**config.mk**
```make
export PLATFORM = sky130hd
export DESIGN_NAME = ms_timeout_timer
export DESIGN_NICKNAME = d
export VERILOG_FILES = /design/src/rtl/ms_timeout_timer.sv
export SDC_FILE = /design/constraint.sdc
export NUM_CORES = 1
export LEC_CHECK = 0
export ABC_AREA = 0
export CAP_MARGIN = 15
export CORE_UTILIZATION = 32
export DETAILED_ROUTE_END_ITERATION = 6
export PLACE_DENSITY = 0.6
export SLEW_MARGIN = 5
export SYNTH_ARGS = -nofsm -noshare
export SYNTH_HDL_FRONTEND = slang
export SYNTH_SLANG_ARGS = --single-unit
```
**constraint.sdc**
```tcl
create_clock -name sb_clk -period 6.47 [get_ports sb_clk]
set_clock_uncertainty 0.2 [all_clocks]
set_input_delay 0.9705 -clock sb_clk [delete_from_list [all_inputs] [get_ports sb_clk]]
set_output_delay 0.9705 -clock sb_clk [all_outputs]
set_load 0.01 [all_outputs]
```
**src/rtl/ms_timeout_timer.sv**
```systemverilog
// Millisecond timeout engine: turns ms_clk rising edges into sb_clk-domain ticks
// and counts them against a selectable limit, pulsing timeout on expiry.
`timescale 1ns/1ps

module ms_timeout_timer #(
    parameter int unsigned COUNT_W = 10,
    parameter int unsigned LIMIT0  = 3,
    parameter int unsigned LIMIT1  = 12,
    parameter int unsigned LIMIT2  = 500,
    parameter int unsigned LIMIT3  = 1000
) (
    input  logic               sb_clk,
    input  logic               rst,
    input  logic               ms_clk,
    input  logic               timer_start,
    input  logic               timer_stop,
    input  logic [1:0]         timer_sel,
    output logic               timer_busy,
    output logic               timeout,
    output logic [COUNT_W-1:0] elapsed
);

    typedef enum logic {
        IDLE = 1'b0,
        RUN  = 1'b1
    } state_t;

    state_t             state_q;
    state_t             state_nxt;
    logic               ms_q;
    logic [COUNT_W-1:0] limit_q;
    logic [COUNT_W-1:0] limit_nxt;
    logic [COUNT_W-1:0] elapsed_nxt;
    logic               busy_nxt;
    logic               timeout_nxt;

    logic               tick_c;
    logic [COUNT_W:0]   elapsed_inc_c;
    logic [COUNT_W-1:0] sel_limit_c;

    // ms_clk is slow and divider-derived, so it is treated as plain data here
    assign tick_c        = ms_clk & ~ms_q;
    assign elapsed_inc_c = {1'b0, elapsed} + (COUNT_W+1)'(1);

    // Limit table, truncated to the counter width
    always_comb begin
        sel_limit_c = COUNT_W'(LIMIT0);
        case (timer_sel)
            2'd0: sel_limit_c = COUNT_W'(LIMIT0);
            2'd1: sel_limit_c = COUNT_W'(LIMIT1);
            2'd2: sel_limit_c = COUNT_W'(LIMIT2);
            2'd3: sel_limit_c = COUNT_W'(LIMIT3);
            default: sel_limit_c = COUNT_W'(LIMIT0);
        endcase
    end

    // Next-state and output logic; start beats stop beats tick
    always_comb begin
        state_nxt   = state_q;
        limit_nxt   = limit_q;
        elapsed_nxt = elapsed;
        busy_nxt    = timer_busy;
        timeout_nxt = 1'b0;

        case (state_q)
            IDLE: begin
                if (timer_start) begin
                    limit_nxt   = sel_limit_c;
                    elapsed_nxt = '0;
                    busy_nxt    = 1'b1;
                    state_nxt   = RUN;
                end
            end
            RUN: begin
                if (timer_start) begin
                    limit_nxt   = sel_limit_c;
                    elapsed_nxt = '0;
                    busy_nxt    = 1'b1;
                end else if (timer_stop) begin
                    busy_nxt    = 1'b0;
                    state_nxt   = IDLE;
                end else if (tick_c) begin
                    // >= also covers a zero limit, which expires on the first tick
                    if (elapsed_inc_c >= {1'b0, limit_q}) begin
                        elapsed_nxt = limit_q;
                        timeout_nxt = 1'b1;
                        busy_nxt    = 1'b0;
                        state_nxt   = IDLE;
                    end else begin
                        elapsed_nxt = elapsed_inc_c[COUNT_W-1:0];
                    end
                end
            end
            default: state_nxt = IDLE;
        endcase
    end

    // State and output registers
    always_ff @(posedge sb_clk or negedge rst) begin
        if (!rst) begin
            state_q    <= IDLE;
            ms_q       <= 1'b0;
            limit_q    <= '0;
            elapsed    <= '0;
            timer_busy <= 1'b0;
            timeout    <= 1'b0;
        end else begin
            state_q    <= state_nxt;
            ms_q       <= ms_clk;
            limit_q    <= limit_nxt;
            elapsed    <= elapsed_nxt;
            timer_busy <= busy_nxt;
            timeout    <= timeout_nxt;
        end
    end

endmodule
```
After elaboration in Yosys (flattened, before gate mapping) --
Cells that the tools add are included. W data, S select, Z words.
Storage, ports and cells: register bits 24, input port bits 7, output and inout port bits 12, word-level logic and storage cells 47
Operators by class: $add $sub $neg 1, order comparisons 1, equality and inequality tests 8, multiplexer cells 25, bitwise gates (word level) 3, reduce and logical (&&, ||, !) cells 3
Operator list (count):
- $mux W10 | 6
- $pmux W10 S4 | 1
- $pmux W10 S2 | 1
- $mux W1 | 15
- $add A10 B1 Y11 const B | 1
- $ge A11 B10 Y1 | 1
- $ne A4 B3 Y1 const B | 2
- $reduce_and A3 Y1 | 2
- $eq A2 B2 Y1 const B | 2
- $pmux W1 S2 | 2
- $ne A3 B2 Y1 const B | 1
- $ne A3 B3 Y1 const B | 1
- $eq A2 B1 Y1 const B | 1
- $logic_not A2 Y1 | 1
- $ne A2 B2 Y1 const B | 1
- $not A1 Y1 | 2
- $and A1 B1 Y1 | 1

Depth between registers and ports, before layout --
Gate-level depths: netlist of run 1.
depth after elaboration 7, depth in mapped cells 13, mapped depth without buffers 11

Worst setup path after synthesis of run 1 --
No wires, ideal clock.
path type flip-flop to flip-flop, start point reg elapsed[0], end point reg elapsed[1], setup time 0.104 ns, arrival time 2.497 ns, required time 6.166 ns, slack 3.669 ns, stages on the path, launching flop included 14, path buffers 2, period minus slack after synthesis 2.801 ns, path through dfrtp_1 ha_1 nand3_4 nor2_1 xor2_1 ha_1 a21o_1 a21oi_1 o21ai_2 a41oi_2 buf_4 buf_6 nand3_1 o311ai_1
Between the ends: cells in the longest elaborated chain, start to end 7
RTL lines:
- from (decl) | RTL line 20 | output logic [COUNT_W-1:0] elapsed
- from (signal assigned) | RTL line 111 | elapsed <= elapsed_nxt;
- $add A10 B1 Y11 (*) | RTL line 43 | assign elapsed_inc_c = {1'b0, elapsed} + (COUNT_W+1)'(1);
- $ge A11 B10 Y1 | RTL line 84 | if (elapsed_inc_c >= {1'b0, limit_q}) begin
- $mux W10 (*) | RTL line 84
- $mux W10 (*) | RTL line 82 | end else if (tick_c) begin
- $mux W10 (*) | RTL line 79 | end else if (timer_stop) begin
- $mux W10 (*) | RTL line 75 | if (timer_start) begin
- $pmux W10 S2 (*) | RTL line 65 | case (state_q)
Every way passes the cells marked *; elsewhere a longest branch is shown, timed or not. The select of a mux whose other input is x is not followed. A chain may end at the register's enable or synchronous reset.

Final worst setup path of run 1 --
start point reg elapsed[0], end point reg elapsed[5]
The elaborated chain is that of the path after synthesis.

==> qor.txt, run 1 <==
Dominant synthesized flop cell: dfrtp_1
Die ar.: 4470 µm²
Residual DRC count: 0
Yosys cell types: 36
MaxCap Viol Count: 0
Setup TNS: 0 ns
Final Power: 0.269 mW
Cell Rows: 23
Sequential share of the synthesized area: 37.2%
Top cell type by total area after synthesis: dfrtp_1
Clock Sinks: 20
Clock slew at reported path FFs: 0.08 ns
Final instance area: 1620 µm²
Die width: 66.9 µm
Endpoints failing setup: 0
Synth cell count leaders: dfrtp_1 (20), ha_1 (15), inv_1 (13), nand2_1 (13), nand3_1 (12)
Pwr Density: 166 nW/µm²
DPL Wire Length: 2120 µm
Max Freq: 0.287 GHz
Die Height: 66.9 µm
Hold_buf cts: 0
Initial antenna violation count: 0
Crit path to: elapsed[5]
Post-route ant nets: 0
Total grt overflow: 0
Final period util: 53.8%
Initial Util: 33.4%
Post-synth EDFFs: 0
R2R setup slack: 2.99 ns
Register area: 500 µm²
Net Count, Synth: 164
Async set-reset flop share out of synthesis: 100%
RSZ-0062 raised after global routing: no
Drt pass-1 iters: 4
Count leader, synth: dfrtp_1
RD Place Congestion: 0.791
CP Class: reg2reg
CTS tree: yes
Reg2reg end: elapsed[5]
Gr usage total: 14.5%
Detailed-route via count: 1,105
Worst Path Required: 6.41 ns
Maximum fanout along the worst path: 20
Post-CTS Setup Repair Bufs: 0
Slew headroom: 35.3%
Post-layout min period: 3.48 ns
Share of layout cells above drive strength 1: 8.13%
Area grow syn2layout: 20.2%
Final hold violation count: 0
Leakage power: 0.728 nW
Clk_lat worst skew: 0.26 ns
Diode count: 0
Initial DRC count: 63
Via-to-Cell Ratio: 5.26
Placed Area: 1560 µm²
Depth of the worst register-to-register path: 11
First-pass GRT wire length: 5000 µm
Share of the synthesized area in the top cell type: 37.2%
Syn Std Cell Area: 1350 µm²
Largest net degree at the start of global routing: 21
Startpoint class of the critical path: flop
Cells after Synth: 142
Synth area leaders: dfrtp_1 (37%), ha_1 (14%), nand3_1 (4.5%)
CTS Buf Count: 3
IO buf count: 18
WL/cell: 13.3 µm
Slew @ Worst Pin: 0.971 ns
Critical Path Start: elapsed[0]
Synth Area per Inst: 9.48 µm²
Max-slew violations: 0
Vias in the first global route: 1,122
Clock buffer depth: 2
Status: finished clean
Hold Path Class: reg2reg
Post-synthesis register bit count: 20
Ports: 19
Layout fillers: 408
FF-to-FF Start: elapsed[0]
Worst Path Arrival: 3.42 ns
WL final: 2790 µm
Resized cells post-CTS: 0
Maximum VDD drop: 0.0799 mV
Core area: 4030 µm²
Root buf cell: clkbuf_8
Area of the multi-input gates: 766 µm²
NumNets Final: 183
Synth warn: 0
H-tree depth reported by CTS: 1
Critical Path End Type: flop
report_power, final:
| group | leakage (nW) | internal, mW | switching (mW) | total [mW] |
|---|---|---|---|---|
| registers | 0.262 | 0.130 | 0.00289 | 0.133 |
| clock network | 0.0288 | 0.0542 | 0.0428 | 0.0970 |
| logic | 0.437 | 0.0156 | 0.0235 | 0.0391 |
| total | 0.728 | 0.200 | 0.0692 | 0.269 |
logic make-up after synthesis:
family,synth area share (%)
compound gates,14.9
xor+xnor,5.20
fa+ha+maj,13.9
buf+inv,5.95
flops,37.2
mux,2.23
simple gates,20.6
metal layers:
layer	routed length [µm]	up-vias	part of all wire [%]	GRT usage (%)
met5	0	-	0	0
met4	21	0	0.75	2.93
met3	128	4	4.6	2.74
li1	-	537	-	-
met1	1280	537	46	18.5
met2	1360	27	49	25.1
cells in the final DEF, fill, tap and decap left out, types with 2 or more instances in the layout:
cell,n
nand3_1,12
inv_1,13
o21ai_0,7
clkdlybuf4s50_1,18
mux2i_1,3
o311ai_1,4
nor3_1,5
o211ai_1,2
clkbuf_8,4
a21oi_1,3
dfrtp_1,20
a21o_1,2
nor2_1,5
xor2_1,4
a31oi_1,4
nand4_1,3
o21bai_1,2
nand2_1,13
ha_1,15
xnor2_1,4
nand2b_1,3
how the worst min path moves through the flow:
| stage | cells past startpoint | slack, ns | from | to |
|---|---|---|---|---|
| 2_1_floorplan | 2 | 0.30 | limit_q[3] | limit_q[3] |
| 3_3_place_gp | 2 | 0.31 | timer_busy | timer_busy |
| 3_5_place_dp | 2 | 0.36 | limit_q[9] | limit_q[9] |
| 4_1_cts | 2 | 0.37 | limit_q[9] | limit_q[9] |
| 5_1_grt | 2 | 0.42 | timer_busy | timer_busy |
| 6_report | 2 | 0.37 | limit_q[9] | limit_q[9] |
critical path: stages (launching register included):
cell	delay [ns]
dfrtp_1	0.48
ha_1	0.33
nand3_4	0.14
nor2_1	0.15
xor2_1	0.20
ha_1	0.29
a21o_1	0.17
a21oi_1	0.17
o21ai_2	0.08
a41oi_2	0.77
or3_4	0.29
o211ai_1	0.09
sequential cells by signal, summed over array words and instances (netlist names):
signal and cells:
limit_q 6, timeout 1, state_q 1, ms_q 1, timer_busy 1, elapsed 10
metrics by stage:
stage | instances | utilization, % | hold slack [ns] | setup WS, ns
6_report | 210 | 40.2 | 0.371 | 2.99
5_1_grt | 210 | 40.2 | 0.416 | 2.63
4_1_cts | 209 | 40.0 | 0.373 | 3.00
3_5_place_dp | 205 | 38.7 | 0.355 | 3.04
3_3_place_gp | 205 | 38.7 | 0.313 | 3.14
2_1_floorplan | 142 | - | 0.301 | 3.67
final cells by class:
class / count / area share, %
Sequential cell: 20 / 30.9
Multi-Input combinational cell: 104 / 47.3
Timing Repair Buffer: 19 / 11.4
Tap cell: 50 / 3.87
Inverter: 13 / 3.02
Clock buffer: 4 / 3.40
Power figures use the tool's default switching activity.
==> run 2: changes to the inputs <==
Settings changed: PLACE_DENSITY 0.6 to 0.61.
Clock period 6.47 ns to 2.9 ns, I/O delays scaled along.
==> run 2 against run 1 <==
Sequential power grew 120%. Global-route usage grew 1.1 points. Sequential share of layout area shrank 3.3 points. Clock power grew to 3.0 times the previous value. Worst setup slack lost 2.9 ns. Maximum frequency grew 23%. Worst hold slack lost 0.067 ns. Routed wire length grew 21%. Critical endpoint is now elapsed[6]. Highest routed layer unchanged.
==> qor.txt, run 2 (same netlist as run 1, synthesis figures left out) <==
Post-layout min period: 2.84 ns
Area grow syn2layout: 34.5%
Gr usage total: 15.6%
Initial DRC count: 83
Initial Util: 33.4%
Total grt overflow: 0
Clk_lat worst skew: 0.27 ns
H-tree depth reported by CTS: 1
Final instance area: 1810 µm²
Pint: 0.521 mW
Worst Path Arrival: 2.82 ns
CP Class: reg2reg
Worst Path Required: 2.89 ns
Leakage power: 0.825 nW
Max Freq: 0.353 GHz
Drt pass-1 iters: 4
First-pass GRT wire length: 5030 µm
Core area: 4030 µm²
Diode count: 0
Pwr Density: 382 nW/µm²
Share of layout cells above drive strength 1: 20.3%
Die ar.: 4470 µm²
Finished Layout Cells: 227
CTS tree: yes
Clock Power Share: 41.9%
Top Registers: elapsed: 10 flops, limit_q: 6 flops
MaxCap Viol Count: 0
Max reg flops: 10
Via-to-Cell Ratio: 5.33
Final period util: 97.8%
Largest stage delay, worst path: 0.42 ns
FF-to-FF Start: elapsed[4]
Hold Path Class: in2async
Clock slew at reported path FFs: 0.08 ns
Post-route ant nets: 0
Detailed-route via count: 1,210
WL/cell: 15.0 µm
Reg with most FFs: elapsed
Final hold violation count: 0
DPL Wire Length: 2310 µm
Cell Rows: 23
NumNets Final: 200
RD Place Congestion: 0.894
Status: finished clean
Critical Path Start: elapsed[4]
Most frequent cells in the layout: dfrtp_1 (20), clkdlybuf4s50_1 (18), ha_1 (14), buf_4 (14)
Max-slew violations: 0
Initial antenna violation count: 0
Ports: 19
Vias in the first global route: 1,041
Slew headroom: 50.6%
Residual DRC count: 0
CP max stage cell: dfrtp_1
Sw Share: 24.7%
Endpoints failing setup: 0
Commonest non-fill, non-tap cell in the layout: dfrtp_1
Critical-path cell list: and3_4 -> nand3_4 -> xnor2_2 -> ha_1 -> nand4_1 -> and3_1 -> o21ai_1 -> a41oi_2 -> buf_6 -> or3_4 -> o211ai_1
WL final: 3390 µm
Critical Path End Type: flop
Gate power share: 15.2%
Clock Sinks: 20
Die width: 66.9 µm
Flop pwr share: 42.8%
Startpoint class of the critical path: flop
Largest net degree at the start of global routing: 21
CTS Buf Count: 3
Sw power: 0.171 mW
Root buf cell: clkbuf_8
Clock buffer depth: 2
Die Height: 66.9 µm
IO buf count: 18
Cells after DPL: 214
Slew @ Worst Pin: 0.738 ns
Placed Area: 1630 µm²
Maximum fanout along the worst path: 6
Maximum VDD drop: 0.223 mV
run 2: final cells by class:
| class | instances | area (µm²) |
|---|---|---|
| repair buffers | 36 | 318 |
| clock buffers | 3 | 41.3 |
| inverters | 13 | 48.8 |
| clock inverters | 1 | 30.0 |
| multi-input cells | 104 | 810 |
| flip-flops and latches | 20 | 500 |
| fillers | 388 | 2220 |
| well taps | 50 | 62.6 |
run 2: per-stage QoR:
step	util [%]	power, mW	TNS, ns	hold WS [ns]	setup WS [ns]
6_report	44.9	0.692	0	0.304	0.0637
4_1_cts	42.2	0.694	0	0.312	0.0391
3_3_place_gp	40.3	0.393	0	0.313	0.116
3_5_place_dp	40.3	0.399	0	0.341	0.0200
2_1_floorplan	-	0.358	0	-0.0606	0.0993
5_1_grt	44.9	0.724	-0.292	0.324	-0.0558
run 2: final timing paths:
kind                       cells after the start         end  slack [ns]
setup / recovery                              11  elapsed[6]        0.06
hold / removal                                 2  elapsed[7]        0.30
setup reg to reg                              11  elapsed[6]        0.06
hold reg to reg                                2  timer_busy        0.35
max in group asynchronous                      2  limit_q[4]        1.98
min in group sb_clk                            2  timer_busy        0.35
run 2: power groups by stage:
stage / logic, mW / clock network (mW) / registers, mW
finish: 0.105 / 0.290 / 0.296
global route: 0.116 / 0.311 / 0.298
CTS: 0.0976 / 0.300 / 0.296
detailed placement: 0.0970 / 0 / 0.302
global placement: 0.0921 / 0 / 0.301
floorplan: 0.0557 / 0 / 0.302
run 2: per-layer routing:
metal / global-route usage (%) / vias up / part of all wire (%)
met5: 0 / - / 0
met4: 6.65 / 0 / 1.9
met3: 4.28 / 9 / 4.9
met2: 25.1 / 43 / 50
met1: 19.4 / 587 / 43
li1: - / 571 / -
run 2: worst max-delay path: cells and delay by family, from the launching register on:
kind            cells  cell delay [ns]
compound gates      3             0.40
xor+xnor            1             0.18
fa+ha+maj           1             0.35
buf+inv             1             0.18
flops               1             0.42
simple gates        5             1.02
run 2: timing repair:
item / in CTS / in global routing
cloned: 0 / 1
resized for setup: 1 / 11
endpoints found under the hold margin: 0 / 0
setup endpoints to repair: 2 / 9
pin swaps: 0 / 3
buffers inserted: 0 / 8
hold buffers: 0 / 0
